File: config.mk
export PLATFORM = sky130hd
export DESIGN_NAME = booth_ctrl_flat
export DESIGN_NICKNAME = d
export VERILOG_FILES = /design/src/rtl/booth_ctrl_pkg.sv /design/src/rtl/booth_ctrl_if.sv /design/src/rtl/booth_ctrl_iter_cnt.sv /design/src/rtl/booth_ctrl.sv /design/src/flat_wrapper.sv
export SDC_FILE = /design/constraint.sdc
export NUM_CORES = 1
export LEC_CHECK = 0
export CAP_MARGIN = 20
export CORE_AREA = 2 2 39 41
export DETAILED_ROUTE_END_ITERATION = 12
export DIE_AREA = 0 0 41 43
export PLACE_DENSITY = 0.78
export SLEW_MARGIN = 40
export SYNTH_ARGS = -nofsm -noshare
export SYNTH_HDL_FRONTEND = slang
export SYNTH_SLANG_ARGS = --single-unit
File: constraint.sdc
create_clock -name clk -period 2.7 [get_ports clk]
set_input_delay 0.54 -clock clk [delete_from_list [all_inputs] [get_ports clk]]
set_output_delay 0.54 -clock clk [all_outputs]
set_load 0.02 [all_outputs]
File: src/rtl/booth_ctrl_pkg.sv
// Shared types and helpers for the radix-2 Booth multiplier controller.
package booth_pkg;

  typedef enum logic [2:0] {
    IDLE,
    INIT,
    CHECK,
    SHIFT,
    DONE
  } booth_state_t;

  localparam logic OP_ADD = 1'b0;
  localparam logic OP_SUB = 1'b1;

  // Returns {ld_a, add_sub} for the current Booth bit pair.
  function automatic logic [1:0] booth_decode(input logic q0, input logic qm1);
    logic [1:0] res;
    res = {1'b0, OP_ADD};
    case ({q0, qm1})
      2'b10:   res = {1'b1, OP_SUB};
      2'b01:   res = {1'b1, OP_ADD};
      default: res = {1'b0, OP_ADD};
    endcase
    return res;
  endfunction

endpackage

File: src/rtl/booth_ctrl_if.sv
// Requester/datapath-facing bundle of the Booth controller; slave = controller.
interface booth_ctrl_if #(
  parameter int unsigned WIDTH = 5
);
  localparam int unsigned CNT_W = $clog2(WIDTH + 1);

  logic             start;
  logic             q0;
  logic             qm1;
  logic             clr_a;
  logic             ld_m;
  logic             ld_q;
  logic             clr_qm1;
  logic             ld_a;
  logic             add_sub;
  logic             shift;
  logic             busy;
  logic             done;
  logic [CNT_W-1:0] cnt;

  modport master (
    output start, q0, qm1,
    input  clr_a, ld_m, ld_q, clr_qm1, ld_a, add_sub, shift, busy, done, cnt
  );

  modport slave (
    input  start, q0, qm1,
    output clr_a, ld_m, ld_q, clr_qm1, ld_a, add_sub, shift, busy, done, cnt
  );
endinterface

File: src/rtl/booth_ctrl_iter_cnt.sv
// Booth iteration counter: sync clear/increment, flags the last iteration.
module booth_iter_cnt #(
  parameter int unsigned WIDTH = 5
) (
  input  logic                           clk,
  input  logic                           rst,
  input  logic                           clr,
  input  logic                           inc,
  output logic [$clog2(WIDTH+1)-1:0]     cnt,
  output logic                           term
);
  localparam int unsigned CNT_W = $clog2(WIDTH + 1);

  logic [CNT_W-1:0] cnt_q;
  logic [CNT_W-1:0] cnt_d;

  always_comb begin
    cnt_d = cnt_q;
    if (clr) begin
      cnt_d = '0;
    end else if (inc) begin
      cnt_d = cnt_q + CNT_W'(1);
    end
  end

  always_ff @(posedge clk or posedge rst) begin
    if (rst) begin
      cnt_q <= '0;
    end else begin
      cnt_q <= cnt_d;
    end
  end

  assign cnt  = cnt_q;
  assign term = (cnt_q == CNT_W'(WIDTH - 1));

endmodule

File: src/rtl/booth_ctrl.sv
// Radix-2 Booth multiplier control FSM driving the A/Q/Q-1 datapath strobes.
// Define BOOTH_CTRL_BACK2BACK_EN to let start in DONE re-enter INIT directly.
module booth_ctrl #(
  parameter int unsigned WIDTH = 5
) (
  input logic         clk,
  input logic         rst,
  booth_ctrl_if.slave bus
);
  import booth_pkg::*;

  localparam int unsigned CNT_W = $clog2(WIDTH + 1);

  booth_state_t     state_q, state_d;
  logic             init_q, init_d;
  logic             shift_q, shift_d;
  logic             busy_q, busy_d;
  logic             done_q, done_d;
  logic             cnt_clr, cnt_inc, cnt_term;
  logic [CNT_W-1:0] cnt;
  logic [1:0]       dec;

  booth_iter_cnt #(.WIDTH(WIDTH)) u_cnt (
    .clk  (clk),
    .rst  (rst),
    .clr  (cnt_clr),
    .inc  (cnt_inc),
    .cnt  (cnt),
    .term (cnt_term)
  );

  assign cnt_clr = (state_q == INIT);
  assign cnt_inc = (state_q == SHIFT);

  always_comb begin
    state_d = state_q;
    case (state_q)
      IDLE:  if (bus.start) state_d = INIT;
      INIT:  state_d = CHECK;
      CHECK: state_d = SHIFT;
      SHIFT: state_d = cnt_term ? DONE : CHECK;
`ifdef BOOTH_CTRL_BACK2BACK_EN
      DONE:  state_d = bus.start ? INIT : IDLE;
`else
      DONE:  state_d = IDLE;
`endif
      default: state_d = IDLE;
    endcase
  end

  // Moore outputs are decoded from the next state so the flops line up with state_q.
  always_comb begin
    init_d  = (state_d == INIT);
    shift_d = (state_d == SHIFT);
    busy_d  = (state_d == INIT) || (state_d == CHECK) || (state_d == SHIFT);
    done_d  = (state_d == DONE);
  end

  always_ff @(posedge clk or posedge rst) begin
    if (rst) begin
      state_q <= IDLE;
      init_q  <= 1'b0;
      shift_q <= 1'b0;
      busy_q  <= 1'b0;
      done_q  <= 1'b0;
    end else begin
      state_q <= state_d;
      init_q  <= init_d;
      shift_q <= shift_d;
      busy_q  <= busy_d;
      done_q  <= done_d;
    end
  end

  // The add/sub strobes follow q0/qm1 combinationally while in CHECK.
  always_comb begin
    dec = 2'b00;
    if (state_q == CHECK) begin
      dec = booth_decode(bus.q0, bus.qm1);
    end
  end

  assign bus.clr_a   = init_q;
  assign bus.ld_m    = init_q;
  assign bus.ld_q    = init_q;
  assign bus.clr_qm1 = init_q;
  assign bus.ld_a    = dec[1];
  assign bus.add_sub = dec[0];
  assign bus.shift   = shift_q;
  assign bus.busy    = busy_q;
  assign bus.done    = done_q;
  assign bus.cnt     = cnt;

endmodule

File: src/flat_wrapper.sv
// flat-port wrapper written by rule: the top's interface ports become plain ports
module booth_ctrl_flat import booth_pkg::*;
#(
  parameter int unsigned WIDTH = 5
)
  (clk, rst, bus_start, bus_q0, bus_qm1, bus_clr_a, bus_ld_m, bus_ld_q, bus_clr_qm1, bus_ld_a, bus_add_sub, bus_shift, bus_busy, bus_done, bus_cnt);
  booth_ctrl_if #(.WIDTH(WIDTH)) bus_i ();
  input logic clk;
  input logic rst;
  input wire logic [$bits(bus_i.start)-1:0] bus_start;
  input wire logic [$bits(bus_i.q0)-1:0] bus_q0;
  input wire logic [$bits(bus_i.qm1)-1:0] bus_qm1;
  output wire logic [$bits(bus_i.clr_a)-1:0] bus_clr_a;
  output wire logic [$bits(bus_i.ld_m)-1:0] bus_ld_m;
  output wire logic [$bits(bus_i.ld_q)-1:0] bus_ld_q;
  output wire logic [$bits(bus_i.clr_qm1)-1:0] bus_clr_qm1;
  output wire logic [$bits(bus_i.ld_a)-1:0] bus_ld_a;
  output wire logic [$bits(bus_i.add_sub)-1:0] bus_add_sub;
  output wire logic [$bits(bus_i.shift)-1:0] bus_shift;
  output wire logic [$bits(bus_i.busy)-1:0] bus_busy;
  output wire logic [$bits(bus_i.done)-1:0] bus_done;
  output wire logic [$bits(bus_i.cnt)-1:0] bus_cnt;
  assign bus_i.start = bus_start;
  assign bus_i.q0 = bus_q0;
  assign bus_i.qm1 = bus_qm1;
  assign bus_clr_a = bus_i.clr_a;
  assign bus_ld_m = bus_i.ld_m;
  assign bus_ld_q = bus_i.ld_q;
  assign bus_clr_qm1 = bus_i.clr_qm1;
  assign bus_ld_a = bus_i.ld_a;
  assign bus_add_sub = bus_i.add_sub;
  assign bus_shift = bus_i.shift;
  assign bus_busy = bus_i.busy;
  assign bus_done = bus_i.done;
  assign bus_cnt = bus_i.cnt;
  booth_ctrl #(.WIDTH(WIDTH)) u_core (.clk(clk), .rst(rst), .bus(bus_i));
endmodule
==> key figures <==
Detailed routing
  • Final antenna-violating net count: 0
  • Vias per cell: 4.645
  • DR vias: approximately 350
  • Routed WL: 747 um
  • DR pass1 iterations: 4
  • Drt drc: 0
  • Drt wl/cell: just under 10 um
  • DR iter-0 viols: 3

Clock network
  • Post-CTS Setup Repair Bufs: 0
  • Clk buf depth: 2
  • Clock sink count: 10
  • CTS Root Cell: clkbuf_4
  • TritonCTS buffer count: 3
  • Hold Buf Count CTS: 0
  • CTS tree: done
  • Worst-path clk slew: 0.07 ns
  • Worst-skew pair later-pin latency: 0.26 ns
  • CTS-repair resized insts: 0
  • CTS HTree Levels: 1

Worst hold path
  • Min-delay worst type: reg2reg
  • Hold Crit Depth: 1

Power
  • Cell Pwr Density: roughly 1100 mW/mm2
  • Maximum vdd drop: 0.5186 mV
  • Switch share: 0.3709
  • Pwr Total: 703.8 uW
  • Cell Int Power: 442.8 uW
  • Clock share of power: 0.188
  • Static Leak: 0.3035 nW
  • Combinational fraction of design power: 0.437
  • Reg power frac: 0.376
  • NetSw: approximately 260 uW

Die
  • Core Footprint: ~0.0014 mm2
  • Full die area: between 0.0015 and 0.002 mm2
  • Die Width: 41 um
  • IO Pins: 17
  • Initial core utilization: 0.3427
  • Height of the chip: approximately 43 um
  • # rows: 14

Logic synthesis
  • Post-synth top area cell: dfrtp_1
  • Yosys cell types: 17
  • Sequential area share after synthesis: 0.5277
  • Synthesized cell area: 474.2 um2
  • Syn. warnings: 0
  • Synth area leaders: dfrtp_1 53%, ha_1 7.9%, buf_4 6.3%
  • Post-synth ARST share: 1.000
  • Yosys top cell area share: 0.5277
  • Most frequent cell after synthesis: dfrtp_1
  • Syn Inst Count: 44
  • Post-synth EDFFs: 0
  • Synth top cells by count: 10 x dfrtp_1, 5 x nand2_1, 4 x buf_4, 4 x inv_1
  • Mapped Avg Cell Area: about 11 um2
  • Top FF cell, synth: dfrtp_1
  • Synthesized Nets: 52
  • Yosys reg bits: 10

STA
  • Fmax: 392.6 MHz
  • Period utilization: 0.9433
  • Slew Limit Headroom: 0.7589
  • Fin Setup TNS: 0 ns
  • Tightest Pin Transition: 0.3612 ns
  • Clock Skews: 0.001016 ns
  • Setup violations, final: 0
  • Crit path time final: 2.547 ns
  • Final Max Tran Viols: 0
  • RSZ-0062 raised after global routing: false
  • Final Hold Viols: 0

Placement
  • Placed Instances: 72
  • Post-DP HPWL: 562.1 um
  • Routability cong.: 0.7067
  • Buffers on Ports: 16

Global route
  • Met3 usage: 0.06283
  • GRT Total Usage: 0.1209
  • M1 GR Usage: 0.1472
  • Total grt overflow: 0
  • Most Used Layer, Global Route: met2
  • First-pass GRT wire length: 1.331 mm
  • Initial antenna violation count: 0
  • Vias in the first global route: 325
  • Largest net degree at the start of global routing: 11
  • Met2 Use GR: 0.1500

Worst setup path
  • R2r setup slk: 1.52 ns
  • R2R cell count: 5
  • Crit. End Element: output pin
  • Setup CP Type: in2out
  • Crit path max-delay cell type: clkdlybuf4s50_1
  • CP arrival: 2.01 ns
  • Crit-path most repeated cell: clkdlybuf4s50_1
  • Critical path's largest stage delay: around 0.60 ns
  • Largest fanout on the critical path: 1
  • Worst path cell trace: clkdlybuf4s50_1, inv_1, ha_1, nor2b_1, clkdlybuf4s50_1
  • Req. time, crit path: 2.16 ns
  • CP Launch Type: input pin

Cells and area
  • Area Overhead vs Synth: 39.31%
  • Register Area: 250.2 um2
  • Multi-input gate area: 178.9 um2
  • Final net count: 69
  • Inserted Diodes: 0
  • Non-filler cells, final: 76
  • Filler Cells Inserted: between 100 and 150
  • Layout cell share with drive strength beyond 1: 0.1167

Run
  • Max Cap Viol: 0

Status
  • Status: completed
worst max-delay path, delay by kind of cell:
family	cells	cell delay [ns]
adders and majority gates	1	0.27
buffers and inverters	3	1.09
and+or+nand+nor	1	0.10
through the flow:
step	hold WS (ns)	area, um2	worst slack (ns)	utilization
2_1_floorplan	0.3802	474.2	1.007	-
3_3_place_gp	0.5196	624.3	0.1551	0.4512
3_5_place_dp	0.5305	624.3	0.1395	0.4512
4_1_cts	0.5444	660.6	0.1434	0.4774
5_1_grt	0.5685	660.6	0.05890	0.4774
6_report	0.5380	660.6	0.1531	0.4774
layer usage:
| layer | vias to the layer above | part of all wire |
|---|---|---|
| li1 | 174 | - |
| met5 | - | 0 |
| met4 | 0 | 0.013 |
| met3 | 2 | 0.067 |
| met1 | 163 | 0.46 |
| met2 | 14 | 0.46 |
area by class of cell:
type | instances | area share
timing repair buffer | 16 | 0.2424
inverter | 4 | 0.02273
sequential | 10 | 0.3788
multi-input combinational | 26 | 0.2708
tap | 16 | 0.03030
clock buffer | 4 | 0.05492
worst paths after layout:
check / from / to
min in group asynchronous: rst / u_core.u_cnt.cnt[0]
max reg2reg: u_core.u_cnt.cnt[0] / u_core.bus.busy
min: u_core.u_cnt.cnt[2] / u_core.u_cnt.cnt[2]
min reg2reg: u_core.u_cnt.cnt[2] / u_core.u_cnt.cnt[2]
max: bus_qm1 / bus_ld_a
max in group asynchronous: rst / u_core.bus.done
registers in the layout, summed over array words and instances, names as in the netlist:
signal            count
u_core.u_cnt.cnt      3
u_core.bus.clr_a      1
u_core.bus.done       1
u_core.bus.shift      1
u_core.state_q        3
u_core.bus.busy       1
power by group through the flow:
| stage | clock network, mW | registers (mW) | logic (mW) |
|---|---|---|---|
| 2_1_floorplan | 0 | 0.300 | 0.155 |
| 3_3_place_gp | 0 | 0.265 | 0.307 |
| 3_5_place_dp | 0 | 0.267 | 0.312 |
| 4_1_cts | 0.137 | 0.266 | 0.312 |
| 5_1_grt | 0.147 | 0.276 | 0.341 |
| 6_report | 0.132 | 0.264 | 0.307 |
placed cells by master (no fill, tap or decap), types with 3 or more instances in the layout:
| cell type | synthesis | layout |
|---|---|---|
| clkdlybuf4s50_1 | 0 | 16 |
| dfrtp_1 | 10 | 10 |
| nor2_1 | 3 | 3 |
| nand2_1 | 5 | 5 |
| clkbuf_4 | 0 | 3 |
| nor2b_1 | 3 | 3 |
| o21ai_0 | 3 | 3 |
| ha_1 | 3 | 3 |
| inv_1 | 4 | 4 |
kinds of logic after synthesis:
logic type / count (synthesis) / share of synthesized area
buffers and inverters: 8 / 0.09498
adder cells (fa/ha/maj): 3 / 0.07916
AO/OA/AOI/OAI: 6 / 0.08180
flip-flops: 10 / 0.5277
AND/OR/NAND/NOR: 17 / 0.2164
(Power assumes the default switching activity.)
